### src/rtl/mod_exp_arbiter.sv
// Round-robin front end sharing one mod_exp engine between two requesters.
// Holds the modulus register, sequences the engine and guards it with a watchdog.
module mod_exp_arbiter #(
    parameter int len     = 32,
    parameter int TIMEOUT = 1024
) (
    input  logic           clk,
    input  logic           rst,
    input  logic           cfg_we,
    input  logic [len-1:0] cfg_r,
    input  logic           req0_valid,
    input  logic           req1_valid,
    output logic           req0_ready,
    output logic           req1_ready,
    input  logic [len-1:0] req0_base,
    input  logic [len-1:0] req0_exp,
    input  logic [len-1:0] req1_base,
    input  logic [len-1:0] req1_exp,
    output logic           resp0_valid,
    output logic           resp1_valid,
    input  logic           resp0_ready,
    input  logic           resp1_ready,
    output logic [len-1:0] resp_data,
    output logic           resp_err,
    output logic           busy,
    output logic           me_start,
    output logic [len-1:0] me_base,
    output logic [len-1:0] me_exp,
    output logic [len-1:0] me_r,
    input  logic [len-1:0] me_out,
    input  logic           me_done
);

    localparam int CW = $clog2(TIMEOUT + 1);

    typedef enum logic [1:0] {
        S_IDLE,
        S_ISSUE,
        S_BUSY,
        S_RESP
    } state_t;

    state_t         r_state;
    state_t         w_next;
    logic           r_ok;
    logic           r_last;
    logic           r_owner;
    logic [len-1:0] r_reg;
    logic [len-1:0] r_base;
    logic [len-1:0] r_exp;
    logic [len-1:0] r_data;
    logic           r_err;
    logic [CW-1:0]  r_cnt;

    logic w_gnt0;
    logic w_gnt1;
    logic w_timeout;
    logic w_resp_hs;

    always_ff @(posedge clk) begin
        if (rst) r_state <= S_IDLE;
        else     r_state <= w_next;
    end

    // Tie goes to the requester that was not served last.
    always_comb begin
        w_next    = r_state;
        w_gnt0    = 1'b0;
        w_gnt1    = 1'b0;
        w_timeout = 1'b0;
        w_resp_hs = 1'b0;
        case (r_state)
            S_IDLE: begin
                if (r_ok) begin
                    w_gnt0 = req0_valid && (!req1_valid || r_last);
                    w_gnt1 = req1_valid && (!req0_valid || !r_last);
                end
                if (w_gnt0 || w_gnt1) w_next = S_ISSUE;
            end
            S_ISSUE: w_next = S_BUSY;
            S_BUSY: begin
                if (me_done) begin
                    w_next = S_RESP;
                end else if (r_cnt == CW'(TIMEOUT - 1)) begin
                    w_timeout = 1'b1;
                    w_next    = S_RESP;
                end
            end
            S_RESP: begin
                w_resp_hs = r_owner ? resp1_ready : resp0_ready;
                if (w_resp_hs) w_next = S_IDLE;
            end
            default: w_next = S_IDLE;
        endcase
    end

    always_ff @(posedge clk) begin
        if (rst) begin
            r_ok    <= 1'b0;
            r_last  <= 1'b1;
            r_owner <= 1'b0;
            r_reg   <= '0;
            r_base  <= '0;
            r_exp   <= '0;
            r_data  <= '0;
            r_err   <= 1'b0;
            r_cnt   <= '0;
        end else begin
            if (r_state == S_IDLE && cfg_we) begin
                r_reg <= cfg_r;
                r_ok  <= 1'b1;
            end
            if (w_gnt0) begin
                r_base  <= req0_base;
                r_exp   <= req0_exp;
                r_owner <= 1'b0;
            end
            if (w_gnt1) begin
                r_base  <= req1_base;
                r_exp   <= req1_exp;
                r_owner <= 1'b1;
            end
            if (r_state == S_ISSUE) r_cnt <= '0;
            if (r_state == S_BUSY) begin
                if (me_done) begin
                    r_data <= me_out;
                    r_err  <= 1'b0;
                end else if (w_timeout) begin
                    r_data <= '0;
                    r_err  <= 1'b1;
                end else begin
                    r_cnt <= r_cnt + 1'b1;
                end
            end
            if (w_resp_hs) r_last <= r_owner;
        end
    end

    assign req0_ready  = w_gnt0;
    assign req1_ready  = w_gnt1;
    assign resp0_valid = (r_state == S_RESP) && !r_owner;
    assign resp1_valid = (r_state == S_RESP) && r_owner;
    assign resp_data   = r_data;
    assign resp_err    = r_err;
    assign busy        = (r_state != S_IDLE);
    assign me_start    = (r_state == S_ISSUE);
    assign me_base     = r_base;
    assign me_exp      = r_exp;
    assign me_r        = r_reg;

endmodule

### config.mk
export PLATFORM = sky130hd
export DESIGN_NAME = mod_exp_arbiter
export DESIGN_NICKNAME = d
export VERILOG_FILES = /design/src/rtl/mod_exp_arbiter.sv
export SDC_FILE = /design/constraint.sdc
export NUM_CORES = 1
export LEC_CHECK = 0
export ABC_AREA = 0
export CAP_MARGIN = 20
export CORE_AREA = 2 2 130 132
export DETAILED_ROUTE_END_ITERATION = 12
export DIE_AREA = 0 0 132 134
export GPL_ROUTABILITY_DRIVEN = 0
export GPL_TIMING_DRIVEN = 1
export PLACE_DENSITY = 0.76
export SYNTH_ARGS = -nofsm -noshare
export SYNTH_HDL_FRONTEND = slang
export SYNTH_SLANG_ARGS = --single-unit
### constraint.sdc
create_clock -name clk -period 2.09 [get_ports clk]
set_input_delay 0.418 -clock clk [delete_from_list [all_inputs] [get_ports clk]]
set_output_delay 0.418 -clock clk [all_outputs]
set_load 0.05 [all_outputs]
==> Yosys cells after proc, flatten, opt, wreduce, memory -nomap -nowiden <==
Index checks and enable logic that the tools add are counted.
{ "totals": {"reg_bits": 145, "elab_cells": 66, "inputBits": 200} }
{ "op_classes": {"addsub": 1, "eq_ne": 7, "muxes": 30, "reduce_logical": 18} }
{ "op_table": {"columns": ["operator", "count"], "rows": [
  ["32-bit two-way mux", 6],
  ["11-bit two-way mux", 4],
  ["1-bit two-way mux", 15],
  ["11-bit by 1-bit adder with 11-bit output (second input constant)", 1],
  ["11-bit by 10-bit == test with 1-bit output (second input constant)", 1],
  ["2-bit two-way mux", 4],
  ["2-bit one-hot mux with 4 select lines", 1],
  ["2-bit nonzero test", 3],
  ["1-bit logical AND", 5],
  ["2-bit == test (second input constant)", 2],
  ["1-bit logical NOT", 4],
  ["2-bit != test (second input constant)", 2],
  ["1-bit logical OR", 3],
  ["3-bit != test (second input constant)", 1],
  ["3-bit AND reduction", 1],
  ["2-bit by 1-bit == test with 1-bit output (second input constant)", 1],
  ["2-bit logical NOT", 1],
  ["2-bit AND reduction", 1]
]} }

==> Logic depth before layout (Yosys ltp) <==
{ "depth": {"depth_word": 8, "ltp_mapped": 8, "depth_no_buf": 6} }

==> Worst setup path after synthesis <==
No wires, ideal clock.
{ "synth_timing": {"path_kind": "register to register", "start": "reg r_state[0]", "end": "reg r_base[10], in the netlist me_base[10]", "n_path_buf": 1, "stages_incl_launch_ff": 8, "synth_period_minus_slack_ns": 1.913, "path_slack_ns": 0.177, "t_required_ns": 1.999, "arrival_time_ns": 1.822, "setup_time_ns": 0.091, "path_cell_list": "dfxtp_1 > inv_1 > ha_1 > nand4_1 > inv_2 > clkbuf_1 > nand2_1 > a311oi_1"} }
{ "synth_between": {"elab_chain_cells": 3} }
{ "synth_rtl": {"columns": ["item", "line", "source"], "rows": [
  ["from (decl)", "43", "state_t r_state;"],
  ["from (signal assigned)", "62", "else r_state <= w_next;"],
  ["2-bit logical NOT", "72", "case (r_state)"],
  ["1-bit two-way mux", "72", null],
  ["named net req0_ready", "13", "output logic req0_ready,"],
  ["2-bit nonzero test (no source line)", null, null],
  ["to (signal assigned)", "114", "r_base <= req0_base;"],
  ["to (signal assigned)", "119", "r_base <= req1_base;"],
  ["to (decl)", "49", "logic [len-1:0] r_base;"]
]} }
The timed path passes the listed nets, and every way through them passes these cells.
A chain may end at the register's enable or synchronous reset.

==> Worst setup path in the final report <==
{ "layout_timing": {"start": "reg r_data[15], in the netlist resp_data[15]", "end": "out resp_data[15]"} }
{ "layout_rtl": {"columns": ["item", "line", "source"], "rows": [
  ["from (decl)", "51", "logic [len-1:0] r_data;"],
  ["from (signal assigned)", "126", "r_data <= me_out;"],
  ["to (decl)", "23", "output logic [len-1:0] resp_data,"]
]} }
No word-level cell between the ends.

==> out/summary.log <==
qor: pwr.power_leakage 3.75 nW
qor: grt.largest_net_degree_at_the_start_of_global_routing 66
qor: sta.remaining_max_slew_budget_at_the_tightest_pin 0.626
qor: synth.ys_top_cells_by_area dfxtp_1, nand2_1, a311oi_1, a22o_1, nor2_1
qor: finish.finalCoreUtilization 0.627
qor: routing.detailroute.via_count 6,217
qor: grt.grt_pass1_vias 6,036
qor: synth.mappedNetlistArea 0.00574 mm^2
qor: routing.violation_count_after_the_first_detailed_routing_iteration 278
qor: synth.netlist.top_cell.by_area dfxtp_1
qor: sta.fmax 0.491 GHz
qor: synth.netlist.area_leader.share 0.506
qor: synth.syn_area_per_cell 8.46 um^2
qor: cts.cts.reportedPaths.clkPinSlew 60 ps
qor: sta.timing_max_transition_violations_final 0
qor: grt.globalRouteOverflowTotal 0
qor: setup_path.worst_path_largest_cell_delay 840 ps
qor: routing.final_antenna_net_count 0
qor: setup_path.cp_data_required_time 1670 ps
qor: place.buffer_ports.inserted 334
qor: setup_path.cp_slowest_cell clkdlybuf4s50_1
qor: floorplanning.die_x 132 um
qor: pwr.vdd_ir_drop_max 570 uV
qor: cts.clock-sinks 145
qor: synth.ys_warn_count 0
qor: sta.final_clock_period_utilization_by_the_worst_path 0.974
qor: finish.area_growth 77.9%
qor: job.maxCapViolations 0
qor: synth.synth_sequential_area_ratio 0.506
qor: setup_path.critPathArrivalTime 1620 ps
qor: synth.yosys_register_bits 145
qor: outcome.status complete, no violations
qor: finish.post_route_cells_drive_above_1_share 0.0824
qor: sta.grt_setup_unrepaired no
qor: setup_path.cpLargestDelayFamily buffers and inverters
qor: cts.clock_tree.root_cell clkbuf_16
qor: sta.largest_clock_skew_in_the_final_design 8.46 ps
qor: floorplanning.initial_core_util 0.352
qor: setup_path.critPathCaptureType output pin
qor: setup_path.critical_path_class register to output pin
qor: synth.postSynthCellCount 678
qor: sta.worst_pin_slew 559 ps
qor: routing.drtPass1Iterations 6
qor: routing.drt_wl_total 20,000 um
qor: floorplanning.top_level_ports 335
qor: cts.worstSkewPairLatency 420 ps
qor: grt.number_of_antenna_violations_at_the_first_check_in_global_routing 0
qor: grt.track_usage 0.222
qor: sta.period_needed 2040 ps
qor: finish.num-nets-final 1,212
qor: cts.cts_tree yes
qor: grt.grt_pass1_wl 31,500 um
qor: synth.synthDistinctLibCells 39
qor: floorplanning.fp.dieH 134 um
qor: floorplanning.floorplan.die_area 0.0177 mm^2
qor: routing.routed_via_density 5.02
qor: synth.synth_top_flop_cell dfxtp_1
qor: cts.cts_made_buffers 17
qor: routing.remaining_drc_errors 0
qor: setup_path.worst_setup_path_start_kind register
qor: synth.synth_edf_count 0
qor: cts.max-clock-path-buffers 2
qor: cts.htreeDepth 4
qor: floorplanning.core_region_area 0.0163 mm^2
qor: routing.wire_per_inst 16.1 um
qor: setup_path.path_cells clkdlybuf4s50_1
qor: floorplanning.num_rows 47
qor: sta.setup_violations 0
qor: min_path.hold_path_class primary input to register
qor: setup_path.critical_path_peak_fanout 2
qor: finish.antennaDiodeCount 0
qor: synth.synth_async_sr_flop_share 0
qor: setup_path.cp.buffers_inverters 1
qor: pwr.power-per-cell-area 1090 mW/mm^2
qor: sta.report.final.hold_viol_count 0
qor: place.dpl.hpwl 14,500 um
qor: sta.setup_tns 0 ps
qor: synth.synth_fp_nets 884
==> state kept, by name, indices dropped and copies added, names as in the netlist <==
signal,cells
r_cnt,11
me_exp,32
r_ok,1
me_r,32
resp_err,1
r_owner,1
r_last,1
me_base,32
resp_data,32
r_state,2
==> Yosys cell counts (2+ instances only) <==
master,n
dfxtp_1,145
a22o_1,32
buf_2,2
nor4_1,6
nor3_1,4
buf_1,15
ha_1,6
mux2i_1,2
a22oi_1,2
and3_1,2
a221o_1,8
nor2b_1,4
inv_2,2
nand2_1,197
inv_1,7
a21oi_1,39
and2_1,6
clkbuf_1,38
nor2_1,69
a211oi_1,2
nand3_1,5
o21ai_0,3
a311oi_1,64
nand4_1,3
==> area by class of cell <==
cell class              count  area [um^2]
flip-flops and latches    145         2900
well taps                 220          275
clock inverters            12          146
multi-input cells         468         2610
repair buffers            365         3790
fillers                  1378         6080
inverters                   9         33.8
clock buffers              20          457
==> through the flow <==
stage                     std cells  worst slack (ps)  total power, mW  hold WS (ps)  cell area [um^2]
final                          1239              54.4             11.1           377             10200
after global placement         1205             0.638             8.01           434              9580
after CTS                      1238              4.22             11.2           357             10200
after global routing           1239              1.75             11.7           371             10200
after detailed placement       1205             -44.5             8.06           446              9580
after floorplan                 678               177             6.18           416              5740
==> report_power, final <==
group          switching [mW]  total [mW]  internal [mW]
registers               0.258        3.48           3.23
logic                    2.80        4.55           1.76
clock network            1.25        3.11           1.85
==> what timing repair did <==
action / 4_1_cts / 5_1_grt
resized for setup: 5 / 2
pin swaps: 1 / 0
buffers inserted: 1 / 1
setup endpoints to repair: 3 / 8
hold buffers: 0 / 0
==> routing by layer <==
metal,vias up,share of wire,global-route usage
met2,261,0.50,0.382
met1,2886,0.40,0.255
li1,3046,-,-
met3,24,0.088,0.0828
met5,-,0,0
met4,0,0.019,0.0773
==> kinds of logic after synthesis <==
kind of cell,after synthesis,synth area share
adders and majority gates,6,0.0131
muxes,3,0.00545
DFF,145,0.506
AOI/OAI and AO/OA,156,0.213
and+or+nand+nor,303,0.219
buffers and inverters,65,0.0436
==> layout by cell type, fill, tap and decap left out, drive strengths merged, types with 2 or more instances in the layout <==
cell type,instances
buf,40
o31ai,2
a221o,8
nand3,5
bufinv,2
inv,15
nor3,4
a211oi,2
a21oi,39
and2,6
a22o,32
nor2,69
a22oi,2
nand4,4
clkdlybuf4s50,324
clkinvlp,3
nor4,6
nand2,197
mux2i,2
a311oi,64
and3,2
dfxtp,145
ha,6
o21ai,3
clkbuf,20
nor2b,4
==> path summary, 6_finish.rpt <==
kind | from | to | slack (ps) | cells after the start
hold / removal | rst | r_ok$_SDFFE_PP0P_ | 380 | 2
hold reg to reg | me_r[0]$_SDFFE_PP0P_ | me_r[0]$_SDFFE_PP0P_ | 450 | 2
setup / recovery | resp_data[15]$_SDFFE_PP0P_ | resp_data[15] | 50 | 1
setup reg to reg | r_cnt[0]$_SDFF_PP0_ | r_cnt[8]$_SDFF_PP0_ | 160 | 6
Note: power is estimated with default switching activity, not from simulation.
